`src/rtl/reg_file_pc_pkg.sv`:
```
// Shared types and default geometry for the reg_file_pc register file.
package reg_file_pc_pkg;

    typedef enum logic {
        CLEAR = 1'b0,
        IDLE  = 1'b1
    } rf_state_e;

    localparam int RF_DW     = 16;
    localparam int RF_NREG   = 8;
    localparam int RF_PC_IDX = 7;

endpackage

```
`src/rtl/reg_file_pc_if.sv`:
```
// Read/write/PC/scoreboard bundle between control, datapath and reg_file_pc.
interface reg_file_pc_if #(
    parameter int DW   = reg_file_pc_pkg::RF_DW,
    parameter int NREG = reg_file_pc_pkg::RF_NREG
);
    localparam int AW = $clog2(NREG);

    logic [AW-1:0] addrA;
    logic [AW-1:0] addrB;
    logic [AW-1:0] addrC;
    logic [AW-1:0] busy_addr;
    logic [DW-1:0] output_A;
    logic [DW-1:0] output_B;
    logic [DW-1:0] data_write;
    logic [DW-1:0] pc_out;
    logic [DW-1:0] pc_data;
    logic          regw;
    logic          pc_inc;
    logic          pc_load;
    logic          busy_set;
    logic          busy_A;
    logic          busy_B;
    logic          ready;

    modport slave (
        input  addrA, addrB, addrC, data_write, regw,
        input  pc_inc, pc_load, pc_data, busy_set, busy_addr,
        output output_A, output_B, pc_out, busy_A, busy_B, ready
    );

    modport master (
        output addrA, addrB, addrC, data_write, regw,
        output pc_inc, pc_load, pc_data, busy_set, busy_addr,
        input  output_A, output_B, pc_out, busy_A, busy_B, ready
    );

endinterface

```
`src/rtl/rf_scoreboard.sv`:
```
// Per-register pending-write bits: set by issue, cleared by write-back, set wins.
module rf_scoreboard #(
    parameter  int NREG = 8,
    localparam int AW   = $clog2(NREG)
) (
    input  logic          clk,
    input  logic          reset,
    input  logic          set_en,
    input  logic [AW-1:0] set_addr,
    input  logic          clr_en,
    input  logic [AW-1:0] clr_addr,
    input  logic [AW-1:0] rd_addr_a,
    input  logic [AW-1:0] rd_addr_b,
    output logic          busy_a,
    output logic          busy_b
);

    localparam logic [AW:0] NREG_W = (AW + 1)'(NREG);

    logic [NREG-1:0] sb_q;
    logic [NREG-1:0] sb_d;

    // Enables arrive pre-qualified; the later assignment gives set priority.
    always_comb begin
        sb_d = sb_q;
        if (clr_en) sb_d[clr_addr] = 1'b0;
        if (set_en) sb_d[set_addr] = 1'b1;
    end

    always_ff @(posedge clk) begin
        if (reset) sb_q <= '0;
        else       sb_q <= sb_d;
    end

    assign busy_a = ({1'b0, rd_addr_a} < NREG_W) ? sb_q[rd_addr_a] : 1'b0;
    assign busy_b = ({1'b0, rd_addr_b} < NREG_W) ? sb_q[rd_addr_b] : 1'b0;

endmodule

```
`src/rtl/reg_file_pc.sv`:
```
// Register file with PC port, pending-write scoreboard and post-reset clear.
// Define RF_BYPASS_EN to forward same-cycle write data to the read ports.
module reg_file_pc
    import reg_file_pc_pkg::*;
#(
    parameter int DW      = RF_DW,
    parameter int NREG    = RF_NREG,
    parameter int PC_IDX  = RF_PC_IDX,
    parameter int PC_STEP = 1
) (
    input logic         clk,
    input logic         reset,
    reg_file_pc_if.slave bus
);

    localparam int            AW     = $clog2(NREG);
    localparam logic [AW:0]   NREG_W = (AW + 1)'(NREG);
    localparam logic [AW-1:0] PC_A   = AW'(PC_IDX);
    localparam logic [AW-1:0] LAST_A = AW'(NREG - 1);
    localparam logic [DW-1:0] STEP_W = DW'(PC_STEP);

    function automatic logic in_range(input logic [AW-1:0] a);
        return {1'b0, a} < NREG_W;
    endfunction

    rf_state_e     state_q, state_d;
    logic [AW-1:0] clr_ptr_q, clr_ptr_d;
    logic          ready_q, ready_d;
    logic [DW-1:0] regs_q [NREG];
    logic [DW-1:0] regs_d [NREG];

    logic          idle;
    logic          wr_en;
    logic          set_en;
    logic [DW-1:0] pc_cur;
    logic [DW-1:0] pc_next;
    logic          sb_a;
    logic          sb_b;

    // NOTE: every output of a combinational block is assigned on every path
    // (defaults first or a full if/else chain) so no latch is inferred.
    always_comb begin
        idle   = (state_q == IDLE);
        wr_en  = idle && bus.regw && in_range(bus.addrC);
        set_en = idle && bus.busy_set && in_range(bus.busy_addr)
                 && (bus.busy_addr != PC_A);
        pc_cur = regs_q[PC_IDX];
        if (bus.pc_load)                      pc_next = bus.pc_data;
        else if (wr_en && bus.addrC == PC_A)  pc_next = bus.data_write;
        else if (bus.pc_inc)                  pc_next = pc_cur + STEP_W;
        else                                  pc_next = pc_cur;
    end

    always_comb begin
        state_d   = state_q;
        clr_ptr_d = clr_ptr_q;
        ready_d   = ready_q;
        regs_d    = regs_q;
        case (state_q)
            CLEAR: begin
                regs_d[clr_ptr_q] = '0;
                clr_ptr_d         = clr_ptr_q + AW'(1);
                if (clr_ptr_q == LAST_A) begin
                    state_d = IDLE;
                    ready_d = 1'b1;
                end
            end
            IDLE: begin
                if (wr_en) regs_d[bus.addrC] = bus.data_write;
                regs_d[PC_IDX] = pc_next;
            end
            default: ;
        endcase
    end

    // NOTE: state is updated with non-blocking assignments so every flop
    // samples pre-edge values regardless of process ordering.
    always_ff @(posedge clk) begin
        if (reset) begin
            state_q   <= CLEAR;
            clr_ptr_q <= '0;
            ready_q   <= 1'b0;
        end else begin
            state_q   <= state_d;
            clr_ptr_q <= clr_ptr_d;
            ready_q   <= ready_d;
        end
    end

    // NOTE: the storage array is not reset; only the PC entry is, and the
    // clear sequencer zeroes the rest one entry per cycle after reset.
    always_ff @(posedge clk) begin
        if (reset) regs_q[PC_IDX] <= '0;
        else       regs_q         <= regs_d;
    end

    rf_scoreboard #(.NREG(NREG)) u_sb (
        .clk       (clk),
        .reset     (reset),
        .set_en    (set_en),
        .set_addr  (bus.busy_addr),
        .clr_en    (wr_en),
        .clr_addr  (bus.addrC),
        .rd_addr_a (bus.addrA),
        .rd_addr_b (bus.addrB),
        .busy_a    (sb_a),
        .busy_b    (sb_b)
    );

    always_comb begin
        bus.output_A = in_range(bus.addrA) ? regs_q[bus.addrA] : '0;
        bus.output_B = in_range(bus.addrB) ? regs_q[bus.addrB] : '0;
        bus.busy_A   = sb_a;
        bus.busy_B   = sb_b;
`ifdef RF_BYPASS_EN
        // A forwarded operand is already produced, so it is only busy if a
        // newer producer is issued against it in this same cycle.
        if (wr_en && bus.addrA == bus.addrC) begin
            bus.output_A = (bus.addrA == PC_A) ? pc_next : bus.data_write;
            bus.busy_A   = set_en && (bus.busy_addr == bus.addrA);
        end
        if (wr_en && bus.addrB == bus.addrC) begin
            bus.output_B = (bus.addrB == PC_A) ? pc_next : bus.data_write;
            bus.busy_B   = set_en && (bus.busy_addr == bus.addrB);
        end
`endif
    end

    assign bus.pc_out = regs_q[PC_IDX];
    assign bus.ready  = ready_q;

endmodule
```
`src/flat_wrapper.sv`:
```
// flat-port wrapper written by rule: the top's interface ports become plain ports
module reg_file_pc_flat import reg_file_pc_pkg::*;
#(
    parameter int DW      = RF_DW,
    parameter int NREG    = RF_NREG,
    parameter int PC_IDX  = RF_PC_IDX,
    parameter int PC_STEP = 1
)
  (clk, reset, bus_addrA, bus_addrB, bus_addrC, bus_data_write, bus_regw, bus_pc_inc, bus_pc_load, bus_pc_data, bus_busy_set, bus_busy_addr, bus_output_A, bus_output_B, bus_pc_out, bus_busy_A, bus_busy_B, bus_ready);
  reg_file_pc_if #(.DW(DW), .NREG(NREG)) bus_i ();
  input logic clk;
  input logic reset;
  input wire logic [$bits(bus_i.addrA)-1:0] bus_addrA;
  input wire logic [$bits(bus_i.addrB)-1:0] bus_addrB;
  input wire logic [$bits(bus_i.addrC)-1:0] bus_addrC;
  input wire logic [$bits(bus_i.data_write)-1:0] bus_data_write;
  input wire logic [$bits(bus_i.regw)-1:0] bus_regw;
  input wire logic [$bits(bus_i.pc_inc)-1:0] bus_pc_inc;
  input wire logic [$bits(bus_i.pc_load)-1:0] bus_pc_load;
  input wire logic [$bits(bus_i.pc_data)-1:0] bus_pc_data;
  input wire logic [$bits(bus_i.busy_set)-1:0] bus_busy_set;
  input wire logic [$bits(bus_i.busy_addr)-1:0] bus_busy_addr;
  output wire logic [$bits(bus_i.output_A)-1:0] bus_output_A;
  output wire logic [$bits(bus_i.output_B)-1:0] bus_output_B;
  output wire logic [$bits(bus_i.pc_out)-1:0] bus_pc_out;
  output wire logic [$bits(bus_i.busy_A)-1:0] bus_busy_A;
  output wire logic [$bits(bus_i.busy_B)-1:0] bus_busy_B;
  output wire logic [$bits(bus_i.ready)-1:0] bus_ready;
  assign bus_i.addrA = bus_addrA;
  assign bus_i.addrB = bus_addrB;
  assign bus_i.addrC = bus_addrC;
  assign bus_i.data_write = bus_data_write;
  assign bus_i.regw = bus_regw;
  assign bus_i.pc_inc = bus_pc_inc;
  assign bus_i.pc_load = bus_pc_load;
  assign bus_i.pc_data = bus_pc_data;
  assign bus_i.busy_set = bus_busy_set;
  assign bus_i.busy_addr = bus_busy_addr;
  assign bus_output_A = bus_i.output_A;
  assign bus_output_B = bus_i.output_B;
  assign bus_pc_out = bus_i.pc_out;
  assign bus_busy_A = bus_i.busy_A;
  assign bus_busy_B = bus_i.busy_B;
  assign bus_ready = bus_i.ready;
  reg_file_pc #(.DW(DW), .NREG(NREG), .PC_IDX(PC_IDX), .PC_STEP(PC_STEP)) u_core (.clk(clk), .reset(reset), .bus(bus_i));
endmodule
```
`config.mk`:
```
export PLATFORM = sky130hd
export DESIGN_NAME = reg_file_pc_flat
export DESIGN_NICKNAME = d
export VERILOG_FILES = /design/src/rtl/reg_file_pc_pkg.sv /design/src/rtl/reg_file_pc_if.sv /design/src/rtl/rf_scoreboard.sv /design/src/rtl/reg_file_pc.sv /design/src/flat_wrapper.sv
export SDC_FILE = /design/constraint.sdc
export NUM_CORES = 1
export LEC_CHECK = 0
export CAP_MARGIN = 20
export CORE_MARGIN = 4
export CORE_UTILIZATION = 50
export CTS_CLUSTER_SIZE = 8
export DETAILED_ROUTE_END_ITERATION = 16
export GPL_ROUTABILITY_DRIVEN = 1
export MAX_ROUTING_LAYER = met4
export PLACE_DENSITY = 0.75
export SLEW_MARGIN = 20
export SYNTH_ARGS = -nofsm -noshare
export SYNTH_HDL_FRONTEND = slang
export SYNTH_SLANG_ARGS = --single-unit
```
`constraint.sdc`:
```
create_clock -name clk -period 2 [get_ports clk]
set_input_delay 0.2 -clock clk [delete_from_list [all_inputs] [get_ports clk]]
set_output_delay 0.2 -clock clk [all_outputs]
set_load 0.01 [all_outputs]
```
==> results of run 1 <==
timing repair:
item / CTS / global route
endpoints found under the hold margin: 0 / 0
setup endpoints to repair: 34 / 26
buffers inserted: 53 / 8
resized for setup: 175 / 24
worst max-delay path: stages (launching register included):
cell      delay, ps
edfxtp_1        430
buf_4           160
mux4_2          460
mux2_4          280
buf_6           120
cells by family (layout without fill, tap and decap cells):
kind of cell               Yosys count  after routing  share of synthesized area [%]
xor gates and xnor gates             8              8                          0.812
muxes                              107            107                           22.8
DFF                                141            141                           45.7
adders and majority gates            3              3                          0.435
and+or+nand+nor                    111            111                           6.97
AOI/OAI and AO/OA                  200            200                           17.9
buffers and inverters               94            277                           5.45
routing by layer:
metal | track usage, % | part of all wire, % | vias to the layer above | wire length [um]
met1 | 38.2 | 36 | 3657 | 10600
met4 | 10.9 | 4.2 | 0 | 1230
met5 | - | 0 | - | 0
li1 | - | - | 3050 | -
met2 | 48.1 | 48 | 636 | 14100
met3 | 7.48 | 11 | 85 | 3290
cell type report:
type	count	area, um2
clock inverters	14	146
clock buffers	18	429
flip-flops and latches	141	3950
fillers	1138	5310
inverters	8	30.0
multi-input cells	429	4320
repair buffers	237	2310
well taps	220	275
power by group:
| group | switching [uW] | internal [uW] |
|---|---|---|
| clock | 1270 | 1840 |
| combinational | 790 | 1050 |
| sequential | 179 | 3460 |
layout by cell type, fill, tap and decap left out, types with 8 or more instances in the layout:
master,n
a31oi_1,9
mux2_2,12
a22o_1,117
dfxtp_1,28
nor2_1,23
o21ai_0,19
buf_12,21
clkdlybuf4s50_1,62
buf_6,38
mux2_4,22
edfxtp_1,112
nand2_1,30
buf_2,13
nand3_1,15
a21oi_1,21
buf_4,99
o21ai_1,8
mux4_2,68
clkbuf_16,17
state kept, by name, indices dropped and copies added (netlist names):
| register | count |
|---|---|
| u_core.bus.pc_out | 16 |
| u_core.bus.ready | 1 |
| u_core.clr_ptr_q | 3 |
| u_core.idle | 1 |
| u_core.regs_q | 112 |
| u_core.u_sb.sb_q | 8 |
stage by stage:
step | setup TNS (ps) | instance area (um2)
after global placement | -10320 | 10300
final | -578 | 11500
after floorplan | -9780 | 8630
after detailed placement | -11270 | 10300
after CTS | -296 | 11300
after global routing | -1130 | 11500
final timing paths:
path                       start                     to  slack, ps  cells past startpoint
max            u_core.regs_q[16]        bus_output_B[0]        -80                      4
min               bus_pc_data[7]   u_core.bus.pc_out[7]        480                      3
max reg2reg          u_core.idle  u_core.bus.pc_out[11]        120                      8
min reg2reg  u_core.u_sb.sb_q[0]    u_core.u_sb.sb_q[0]        500                      2
==> impl_metrics.py, run 1 <==
metrics = {
    "power": {
        "ir_worst_vdd_uv": 666,
        "cellPowerDensity_nw_per_um2": 749,
        "finalPower_uw": 8570,
        "p_leak_uw": 0.00454,
    },
    "job": {
        "drv_cap": 0,
    },
    "clock_network": {
        "clk_latency_ps": 420,
        "ctsHtreeMaxLevel": 4,
        "cts.sinks": 141,
        "cts_hold_buf": 0,
        "cts_root_buf": "clkbuf_16",
        "cts-buffers-inserted": 17,
        "cts_tree": "yes",
        "clk_pin_slew_ps": 70,
        "clockBufferDepth": 2,
    },
    "drt": {
        "routed_via_density": 6.96,
        "drt_pass1_iterations": 5,
        "totalWireLength_um": 29200,
        "wire_per_inst_um": 27.4,
        "drc": 0,
        "ant_nets": 0,
        "drtIter0Drc": 1168,
        "vias": 7428,
    },
    "timing": {
        "hold_viol": 0,
        "slew_viol_final": 0,
        "max_freq_ghz": 0.480,
        "whs_ps": 479,
        "rsz0062_at_grt": "yes",
        "finalSetupViolCount": 12,
        "period_share_pct": 104,
        "worstMarginPinSlew_ps": 556,
        "skew_ps": 11.0,
        "setup_slack_ps": -84.6,
        "slew_headroom_pct": 62.8,
        "period_minus_slack_ps": 2080,
    },
    "cells_and_area": {
        "syn2layout_area_growth_pct": 32.6,
        "drive_gt1_share_pct": 37.4,
        "final_util_pct": 68.3,
        "diodes": 0,
        "instances_no_fill": 1067,
        "nets": 887,
    },
    "placement": {
        "routabilityCongestion": 0.944,
        "pre_cts_ws_ps": -353,
        "dpl.cell_count": 974,
        "dp_hpwl_um": 18800,
        "io_buffers": 100,
    },
    "synthesis": {
        "synth_top_cell_by_area": "edfxtp_1",
        "ys_seq_elements": 141,
        "yosysWarningCount": 0,
        "synth_cell_types": 60,
        "synth_enable_flop_cells": 112,
        "syn_area_um2": 8630,
        "ys_top_cells_by_area": "edfxtp_1, mux4_2, a22o_1",
        "syn_nets": 717,
        "avgSynthCellArea_um2": 13.0,
        "async_reset_ff_share_pct": 0,
        "synth.most_common_cell": "a22o_1",
        "ys_seq_area_share_pct": 45.7,
        "syn-instance-count": 664,
        "synth_top_area_share_pct": 39.0,
        "synth_common_cells": "a22o_1, edfxtp_1, mux4_2",
        "synth_top_flop_cell": "edfxtp_1",
    },
    "die": {
        "die_h_um": 139,
        "die_w_um": 139,
        "io_pins": 101,
        "coreArea_um2": 16800,
        "num_rows": 47,
        "start_util_pct": 51.5,
        "dieArea_um2": 19400,
    },
    "worst_setup_path": {
        "crit_arrival_ps": 1880,
        "crit_required_ps": 1800,
        "critPathMaxFanout": 2,
        "cp-end-kind": "output port",
        "timing.setup.critical_path_class": "reg -> out",
        "start_kind": "register",
    },
    "global_route": {
        "grt_pass1_vias": 7414,
        "grt_pass1_wl_um": 43800,
        "grt_use_total_pct": 30.3,
        "grt_max_degree": 27,
        "overflow": 0,
        "grt_antenna_before_repair": 0,
    },
    "status": {
        "violations": "setup timing",
        "status": "complete, but fails checks",
    },
    "hold_path": {
        "hp-class": "in -> reg",
    },
}
(Power assumes the default switching activity.)
==> run 2, diff against run 1 <==
--- a/config.mk
+++ b/config.mk
@@ -13,6 +13,7 @@
 export GPL_ROUTABILITY_DRIVEN = 1
 export MAX_ROUTING_LAYER = met4
 export PLACE_DENSITY = 0.75
+export REMOVE_ABC_BUFFERS = 1
 export SLEW_MARGIN = 20
 export SYNTH_ARGS = -nofsm -noshare
 export SYNTH_HDL_FRONTEND = slang
==> impl_metrics.py, run 2 (same netlist as run 1, synthesis figures left out) <==
metrics = {
    "die": {
        "dieArea_um2": 19400,
        "start_util_pct": 51.5,
        "die_h_um": 139,
        "num_rows": 47,
        "die_w_um": 139,
        "io_pins": 101,
        "coreArea_um2": 16800,
    },
    "clock_network": {
        "clockBufferDepth": 2,
        "cts_root_buf": "clkbuf_16",
        "clk_latency_ps": 430,
        "ctsHtreeMaxLevel": 4,
        "cts-buffers-inserted": 17,
        "cts.sinks": 141,
        "cts_tree": "yes",
        "clk_pin_slew_ps": 60,
    },
    "cells_and_area": {
        "mostFrequentLayoutCell": "buf_4",
        "seq_area_um2": 3950,
        "multi_input_area_um2": 4320,
        "final_cell_mix": "buf_4, a22o_1, edfxtp_1",
        "nets": 919,
        "syn2layout_area_growth_pct": 35.6,
        "diodes": 0,
        "fin_area_um2": 11700,
        "drive_gt1_share_pct": 39.7,
        "fill_cells": 1123,
        "largest_register": "u_core.regs_q",
        "instances_no_fill": 1099,
        "largest_register_ffs": 112,
    },
    "worst_setup_path": {
        "r2r_cells": 5,
        "reg2reg_slack_ps": 130,
        "crit_path_start": "u_core.regs_q[121]",
        "timing.setup.critical_path_class": "reg -> out",
        "cp-end-kind": "output port",
        "critPathMaxFanout": 2,
        "crit_arrival_ps": 1900,
        "reg2reg_to": "u_core.bus.pc_out[13]",
        "crit_required_ps": 1800,
        "r2r-start": "u_core.bus.pc_out[10]",
        "start_kind": "register",
        "endpoint": "bus_output_A[9]",
    },
    "global_route": {
        "grt_use_total_pct": 32.5,
        "overflow": 0,
        "grt_max_degree": 26,
        "grt_pass1_vias": 7895,
        "grt_pass1_wl_um": 46800,
        "grt_antenna_before_repair": 0,
    },
    "placement": {
        "io_buffers": 100,
        "dpl.cell_count": 988,
        "routabilityCongestion": 0.946,
        "post_dp_cell_area_um2": 10300,
        "dp_hpwl_um": 19600,
    },
    "drt": {
        "routed_via_density": 7.04,
        "drc": 0,
        "wire_per_inst_um": 28.6,
        "totalWireLength_um": 31400,
        "ant_nets": 0,
        "drt_pass1_iterations": 6,
        "drtIter0Drc": 1039,
        "vias": 7739,
    },
    "timing": {
        "worstMarginPinSlew_ps": 503,
        "setup_tns_ps": -1410,
        "slew_headroom_pct": 66.4,
        "skew_ps": 8.00,
        "hold_viol": 0,
        "period_minus_slack_ps": 2100,
        "max_freq_ghz": 0.476,
        "setup_slack_ps": -99.7,
        "period_share_pct": 105,
        "finalSetupViolCount": 22,
        "rsz0062_at_grt": "yes",
        "slew_viol_final": 0,
    },
    "power": {
        "p_clk_share_pct": 38.0,
        "switching_share_pct": 26.0,
        "ir_worst_vdd_uv": 574,
        "p_sw_uw": 2340,
        "finalPower_uw": 9000,
        "combPwrFrac_pct": 21.6,
        "cellPowerDensity_nw_per_um2": 769,
        "p_leak_uw": 0.00472,
        "internal_power_uw": 6670,
        "seqPwrFrac_pct": 40.4,
    },
    "status": {
        "status": "complete, but fails checks",
        "violations": "setup timing",
    },
    "hold_path": {
        "hp-class": "in -> reg",
    },
    "job": {
        "drv_cap": 0,
    },
}
run 2: cell count changes in the layout (fill, tap and decap cells not counted), sizes merged:
cell,previous run,this run
inv,9,10
clkbuf,19,18
bufinv,2,4
clkdlybuf4s15,1,2
buf,171,205
clkinv,9,6
dlygate4sd2,2,0
run 2: metrics by stage:
| step | utilization [%] | hold WS (ps) | worst slack, ps |
|---|---|---|---|
| final | 69.8 | 454 | -99.7 |
| after global routing | 69.8 | 470 | -136 |
| after CTS | 68.7 | 440 | -137 |
| after detailed placement | 61.5 | 472 | -72.9 |
| after global placement | 61.5 | 455 | -55.5 |
| after floorplan | - | 269 | -364 |
run 2: worst min path at each step:
stage,start,cells past startpoint,endpoint
floorplan,reset,1,u_core.u_sb.sb_q[0]
global placement,u_core.bus.ready,2,u_core.bus.ready
detailed placement,u_core.bus.ready,2,u_core.bus.ready
CTS,bus_busy_addr[0],3,u_core.u_sb.sb_q[5]
global route,bus_busy_addr[0],3,u_core.u_sb.sb_q[3]
finish,bus_busy_addr[0],3,u_core.u_sb.sb_q[5]
run 2: worst max-delay path: stages (launching register included):
cell,delay (ps)
edfxtp_1,440
buf_4,160
mux4_2,450
mux2_4,300
buf_6,120
run 2: metal layers:
layer	global-route usage, %	wire length [um]	vias up
met4	13.9	1420	0
met2	52.0	15000	746
met5	-	0	-
met3	7.41	3690	123
met1	40.0	11200	3766
li1	-	-	3104
run 2: area by class of cell:
class	instances	share of cell area [%]
clock inverter	14	1.64
sequential	141	33.7
clock buffer	18	3.67
inverter	8	0.257
timing repair buffer	269	21.5
tap	220	2.35
multi-input combinational	429	36.9
run 2: what timing repair did:
item	in CTS	in global routing
endpoints found under the setup margin	34	29
buffers inserted	74	6
hold buffers	0	0
pin swaps	0	0
resized for setup	174	37
run 2: power groups by stage:
stage | clock network, uW | logic (uW) | registers, uW
6_report | 3420 | 1950 | 3640
5_1_grt | 3560 | 2020 | 3650
4_1_cts | 3400 | 1800 | 3610
3_5_place_dp | 0 | 1550 | 3690
3_3_place_gp | 0 | 1520 | 3670
2_1_floorplan | 0 | 790 | 3620
